$ cat src/rtl/poly_midi_player.sv
// poly_midi_player: MIDI note parser, NUM_VOICES square oscillators, serial mixer.
// Optional MIDI_RUNNING_STATUS_EN: data bytes reuse the last accepted channel status.
module poly_midi_player #(
  parameter int NUM_VOICES   = 4,
  parameter int MIDI_CHANNEL = 0,
  parameter int PHASE_W      = 24
) (
  input  logic        clk,
  input  logic        reset,
  input  logic        new_byte_ready,
  input  logic [7:0]  new_byte,
  input  logic        new_frame,
  output logic [15:0] sample_out,
  output logic        new_sample_generated
);

`ifdef MIDI_RUNNING_STATUS_EN
  localparam bit RS_EN = 1'b1;
`else
  localparam bit RS_EN = 1'b0;
`endif

  localparam int VW    = (NUM_VOICES > 1) ? $clog2(NUM_VOICES) : 1;
  localparam int ACC_W = 16 + $clog2(NUM_VOICES);
  localparam logic [VW-1:0] LAST = VW'(NUM_VOICES - 1);
  localparam logic signed [ACC_W-1:0] MAXV = 32767;
  localparam logic signed [ACC_W-1:0] MINV = -32768;

  typedef enum logic [1:0] {WAIT_STATUS, DATA1, DATA2, SKIP} p_state_t;
  typedef enum logic [1:0] {IDLE, MIX, OUT} m_state_t;

  // Increments for MIDI notes 120..131 at 48 kHz, 24-bit phase
  function automatic logic [23:0] tbl(input logic [3:0] s);
    case (s)
      4'd0:    tbl = 24'd2926227;
      4'd1:    tbl = 24'd3100235;
      4'd2:    tbl = 24'd3284585;
      4'd3:    tbl = 24'd3479896;
      4'd4:    tbl = 24'd3686822;
      4'd5:    tbl = 24'd3906052;
      4'd6:    tbl = 24'd4138318;
      4'd7:    tbl = 24'd4384395;
      4'd8:    tbl = 24'd4645105;
      4'd9:    tbl = 24'd4921317;
      4'd10:   tbl = 24'd5213953;
      4'd11:   tbl = 24'd5523991;
      default: tbl = 24'd0;
    endcase
  endfunction

  logic [NUM_VOICES-1:0] v_act;
  logic [6:0]            v_note  [NUM_VOICES];
  logic [6:0]            v_vel   [NUM_VOICES];
  logic [PHASE_W-1:0]    v_phase [NUM_VOICES];
  logic [VW-1:0]         steal_ptr;

  p_state_t   p_state, p_next;
  logic       cmd_on, cmd_nx;
  logic [6:0] note_r, note_nx;
  logic       rs_valid, rs_nx;
  logic       ev_on, ev_off;
  logic       is_status, accept;

  assign is_status = new_byte[7];
  assign accept    = (new_byte[3:0] == 4'(MIDI_CHANNEL)) &&
                     (new_byte[6:4] == 3'b001 || new_byte[6:4] == 3'b000);

  always_comb begin
    p_next  = p_state;
    cmd_nx  = cmd_on;
    note_nx = note_r;
    rs_nx   = rs_valid;
    ev_on   = 1'b0;
    ev_off  = 1'b0;
    if (new_byte_ready) begin
      if (is_status) begin
        if (accept) begin
          p_next = DATA1;
          cmd_nx = new_byte[4];
          rs_nx  = 1'b1;
        end else begin
          p_next = SKIP;
          rs_nx  = 1'b0;
        end
      end else begin
        unique case (p_state)
          WAIT_STATUS: begin
            if (rs_valid) begin
              note_nx = new_byte[6:0];
              p_next  = DATA2;
            end
          end
          DATA1: begin
            note_nx = new_byte[6:0];
            p_next  = DATA2;
          end
          DATA2: begin
            ev_on  = cmd_on && (new_byte[6:0] != 7'd0);
            ev_off = !ev_on;
            p_next = WAIT_STATUS;
          end
          default: ;
        endcase
      end
    end
  end

  always_ff @(posedge clk) begin
    if (reset) begin
      p_state  <= WAIT_STATUS;
      cmd_on   <= 1'b0;
      note_r   <= '0;
      rs_valid <= 1'b0;
    end else begin
      p_state  <= p_next;
      cmd_on   <= cmd_nx;
      note_r   <= note_nx;
      rs_valid <= RS_EN && rs_nx;
    end
  end

  logic          hit, free, do_steal;
  logic [VW-1:0] hit_idx, free_idx, sel_idx;

  // Downward scan leaves the lowest matching index
  always_comb begin
    hit      = 1'b0;
    free     = 1'b0;
    hit_idx  = '0;
    free_idx = '0;
    for (int k = NUM_VOICES - 1; k >= 0; k--) begin
      if (v_act[k] && v_note[k] == note_r) begin
        hit     = 1'b1;
        hit_idx = VW'(k);
      end
      if (!v_act[k]) begin
        free     = 1'b1;
        free_idx = VW'(k);
      end
    end
    do_steal = !hit && !free;
    sel_idx  = hit ? hit_idx : (free ? free_idx : steal_ptr);
  end

  m_state_t   m_state, m_next;
  logic       nf_q, frame_rise;
  logic [VW-1:0] vidx;
  logic signed [ACC_W-1:0] acc, amp, contrib;
  logic [6:0]  cur_note;
  logic [3:0]  oct, semi;
  logic [PHASE_W-1:0] inc;
  logic [15:0] sat;

  assign frame_rise = new_frame && !nf_q;
  assign cur_note   = v_note[vidx];
  assign oct        = 4'(cur_note / 7'd12);
  assign semi       = 4'(cur_note % 7'd12);
  assign inc        = PHASE_W'(tbl(semi) >> (4'd10 - oct));
  assign amp        = ACC_W'({v_vel[vidx], 8'h00});

  always_comb begin
    contrib = '0;
    if (v_act[vidx])
      contrib = v_phase[vidx][PHASE_W-1] ? -amp : amp;
  end

  always_comb begin
    sat = acc[15:0];
    if (acc > MAXV)
      sat = 16'h7fff;
    else if (acc < MINV)
      sat = 16'h8000;
  end

  always_comb begin
    m_next = m_state;
    unique case (m_state)
      IDLE:    if (frame_rise) m_next = MIX;
      MIX:     if (vidx == LAST) m_next = OUT;
      OUT:     m_next = IDLE;
      default: m_next = IDLE;
    endcase
  end

  always_ff @(posedge clk) begin
    if (reset) begin
      m_state              <= IDLE;
      nf_q                 <= 1'b0;
      vidx                 <= '0;
      acc                  <= '0;
      sample_out           <= '0;
      new_sample_generated <= 1'b0;
    end else begin
      m_state              <= m_next;
      nf_q                 <= new_frame;
      new_sample_generated <= (m_state == OUT);
      unique case (m_state)
        IDLE: begin
          vidx <= '0;
          acc  <= '0;
        end
        MIX: begin
          acc  <= acc + contrib;
          vidx <= vidx + 1'b1;
        end
        OUT:     sample_out <= sat;
        default: ;
      endcase
    end
  end

  // Parser writes come after the mixer phase step so they win on a clash
  always_ff @(posedge clk) begin
    if (reset) begin
      v_act     <= '0;
      steal_ptr <= '0;
      for (int k = 0; k < NUM_VOICES; k++) begin
        v_note[k]  <= '0;
        v_vel[k]   <= '0;
        v_phase[k] <= '0;
      end
    end else begin
      if (m_state == MIX && v_act[vidx])
        v_phase[vidx] <= v_phase[vidx] + inc;
      if (ev_on) begin
        v_act[sel_idx]   <= 1'b1;
        v_note[sel_idx]  <= note_r;
        v_vel[sel_idx]   <= new_byte[6:0];
        v_phase[sel_idx] <= '0;
        if (do_steal)
          steal_ptr <= (steal_ptr == LAST) ? '0 : steal_ptr + 1'b1;
      end
      if (ev_off) begin
        for (int k = 0; k < NUM_VOICES; k++)
          if (v_note[k] == note_r) v_act[k] <= 1'b0;
      end
    end
  end

endmodule

$ cat config.mk
export PLATFORM = sky130hd
export DESIGN_NAME = poly_midi_player
export DESIGN_NICKNAME = d
export VERILOG_FILES = /design/src/rtl/poly_midi_player.sv
export SDC_FILE = /design/constraint.sdc
export NUM_CORES = 1
export LEC_CHECK = 0
export CAP_MARGIN = 20
export CORE_ASPECT_RATIO = 1.25
export CORE_UTILIZATION = 48
export DETAILED_ROUTE_END_ITERATION = 10
export HOLD_SLACK_MARGIN = 0.03
export PLACE_DENSITY = 0.67
export SLEW_MARGIN = 0
export SYNTH_ARGS = -nofsm -noshare
export SYNTH_HDL_FRONTEND = slang
export SYNTH_SLANG_ARGS = --single-unit
$ cat constraint.sdc
create_clock -name clk -period 7.65 [get_ports clk]
set_input_delay 1.53 -clock clk [delete_from_list [all_inputs] [get_ports clk]]
set_output_delay 1.53 -clock clk [all_outputs]
set_load 0.1 [all_outputs]
==> metrics.txt <==
Compound-Gate Fraction of Synth Area=18.5%; clk root buf=clkbuf_16; aggregate negative setup slack=0 ps; final core utilization=between 50 and 60%; TritonCTS clock tree=done; worst-margin pin slew=1090 ps; CTS sink cnt=195; Synth Area in XOR/XNOR=under 10%; Yosys top cell by area=dfxtp_1; Final min period=roughly 7000 ps; Avg WL per Cell=19.4 um; total power=roughly 2600 uW; Post-Syn Nets=roughly 1,500; Clk Latency, worst-skew pair=450 ps; cts bufs inserted=17; crit-path cells=mux4_2, or4_1, o2111ai_1, and3_1, a211o_1, a21oi_1, a21oi_1, mux2i_1, mux2i_1, o22ai_1, ha_1, a21o_1, a21oi_1, o21bai_1, a21oi_1, o31ai_1, o31ai_1, a211oi_1, a221oi_2, nor4_1, or3_1; final setup margin=635 ps; Die H=183 um; crit path DAT=roughly 7300 ps; # DRC=0; H-tree depth=4; reg2reg end=v_phase[1][23]; top cell type's share of synthesized area=22.1%; Slowest Stage Delay on Critical Path=770 ps; final hold viol count=0; pin count of the biggest net entering global routing=75; Port Buf Inserts=28; Initial DRC Count=755; RSZ-0062 raised after global routing=false; Via Count=around 11,000; GRT Total Usage=~26%; Core Rows=65; FF+latch count, synth=195; Seq/Total Area, Yosys=35.4%; asr flop ratio synth=0%; final period utilization=91.7%; max-cap violation count=0; WP depth=21; WP buf/inv=0; final net count=1,458; Synth top cells by count=nor2_1 (145), dfxtp_1 (139), nand2_1 (128); starting density of the core=49.3%; number of setup violations in the final report=0; Fin Hold WS=between 400 and 500 ps; CTS max path bufs=2; routed vias/inst=6.17; Worst path slowest cell=mux4_2; GR Overflow Total=0; io pins=29; first-pass GRT wire length=54.7 mm; Worst setup endpoint=v_phase[1][23]; mux cell area share after synthesis=10.5%; core area=25,500 sq um; relative slew slack=27.3%; power share of the clock group=34.8%; Seq pwr share=41.1%; Worst path top cell family by delay=compound AO/OA/AOI/OAI gates; worst min path class=reg2reg; peak supply drop=185 uV; DR pass1 iterations=6; largest family of logic cells by synthesized area=simple AND/OR/NAND/NOR gates; Die Area=about 27,000 sq um; count leader, synth=nor2_1; dominant synthesized flop cell=dfxtp_1; Net Sw Frac=32.1%; Setup crit end kind=flop; Worst Path Required=7980 ps; ANT cells=0; combinational share of power=between 20% and 30%; Setup Crit Path Kind=reg2reg; remaining antenna violation count after routing=0; Simple-Gate Fraction of Synth Area=21.9%; layout filler cell count=2,400; Yosys warnings=0; die extent in x=147 um; synthesized area=12,600 sq um; Critical Path Source Type=flop; EDFF count, synth=56; share of layout cells above drive strength 1=9.18%; Layout area overhead=8.26%; crit-path most repeated cell=a21oi_1; P_leak=0.00510 uW; Net Sw Power=847 uW; largest fanout on the critical path=27; Adder-Cell Fraction of Synth Area=under 10%; GP Congestion=0.875; DPL Wire Length=23.0 mm; initial antenna violation count=0; skew final=14.0 ps; Post-Synthesis Cells=1,451; vias in the first global route=around 10,000; routed wire length=34.0 mm; synth top area cells=dfxtp_1 (22%), edfxtp_1 (13%), mux4_2 (6.8%), a21oi_1 (5.0%), nor2_1 (4.3%); Setup Buffers After CTS=0; setup slack at placement=~650 ps; CTS clk-pin slew, worst paths=70 ps; Achievable Freq=143 MHz; status=finished, final reports clean; FF-to-FF setup slack=630 ps; Avg Cell Area, Syn=between 8 and 9 sq um; Cell Pwr Density=193 nW/um^2; Pins Over Slew Limit=0; Distinct cells, synth=81; Worst R2R Path Depth=21; internal power=1790 uW
## per-stage QoR
stage               instances  instance area, sq um
floorplan                1451                 12600
global placement         1717                 13000
detailed placement       1718                 13000
CTS                      1750                 13600
global route             1751                 13600
finish                   1751                 13600
## worst register-to-register path, stage by stage (launching register included)
cell and delay (ps):
dfxtp_2 490, mux4_2 780, or4_1 610, o2111ai_1 160
and3_1 700, a211o_1 210, a21oi_1 70, a21oi_1 260
mux2i_1 150, mux2i_1 270, o22ai_1 150, ha_1 330
a21o_1 180, a21oi_1 220, o21bai_1 100, a21oi_1 300
o31ai_1 220, o31ai_1 490, a211oi_1 260, a221oi_2 510
nor4_1 90, or3_1 350
## power groups by stage
| stage | Combinational, uW | Clock (uW) | Sequential (uW) |
|---|---|---|---|
| after detailed placement | 625 | 0 | 1110 |
| after global routing | 695 | 966 | 1080 |
| after floorplan | 482 | 0 | 1100 |
| after CTS | 628 | 927 | 1080 |
| after global placement | 625 | 0 | 1110 |
| final | 637 | 916 | 1080 |
## routing by layer
metal  routed length, um  GRT usage (%)  part of all wire, %  vias to the layer above
li1                    -              -                    -                     5193
met5                   0              0                    0                        -
met3                1450           3.81                  4.3                       53
met2               17500           46.1                   52                      330
met4                1000           10.8                  3.0                        0
met1               14000           30.7                   41                     5233
## cells in the final DEF (no fill, tap or decap), types with 38 or more instances in the layout
| cell | count |
|---|---|
| edfxtp_1 | 56 |
| mux2i_1 | 43 |
| a21oi_1 | 127 |
| o21ai_0 | 46 |
| dfxtp_1 | 137 |
| nor2_1 | 143 |
| mux4_2 | 38 |
| nand2_1 | 128 |
| and2_1 | 62 |
| ha_1 | 41 |
| nand3_1 | 70 |
## flip-flops by register name, indices dropped and copies added (netlist names), named ones only
signal	count
p_state	2
note_r	7
nf_q	1
v_note	28
sample_out	9
m_state	2
v_act	4
vidx	2
steal_ptr	2
cmd_on	1
new_sample_generated	1
v_vel	28
v_phase	96
acc	10
## worst min-delay path by stage
stage / from / end / slack [ps] / cells past startpoint
after floorplan: v_phase[3][14] / v_phase[3][14] / 430 / 2
after global placement: v_phase[3][9] / v_phase[3][9] / 440 / 2
after detailed placement: v_phase[3][21] / v_phase[3][21] / 440 / 2
after CTS: v_phase[3][21] / v_phase[3][21] / 450 / 2
after global routing: v_phase[3][10] / v_phase[3][10] / 470 / 2
final: v_phase[3][21] / v_phase[3][21] / 450 / 2
## cell type report
cell class / instances / area (sq um) / share of cell area [%]
Clock buffer: 20 / 437 / 3.20
Clock inverter: 12 / 148 / 1.08
Inverter: 28 / 105 / 0.771
Multi-Input combinational cell: 1106 / 7560 / 55.5
Sequential cell: 195 / 4470 / 32.8
Tap cell: 335 / 419 / 3.07
Timing Repair Buffer: 55 / 498 / 3.65
## repair_timing
item                                   4_1_cts  5_1_grt
gates resized for setup                      0        1
hold buffers                                 0        0
endpoints found under the hold margin        0        0
setup endpoints to repair                    0        1
## kinds of logic (layout without fill, tap and decap cells)
family          count (synthesis)  in the layout
fa+ha+maj                      43             43
simple gates                  558            558
buf+inv                       150            115
compound gates                359            359
mux                            84             84
xor+xnor                       62             62
flops                         195            195
Power figures use the tool's default switching activity.
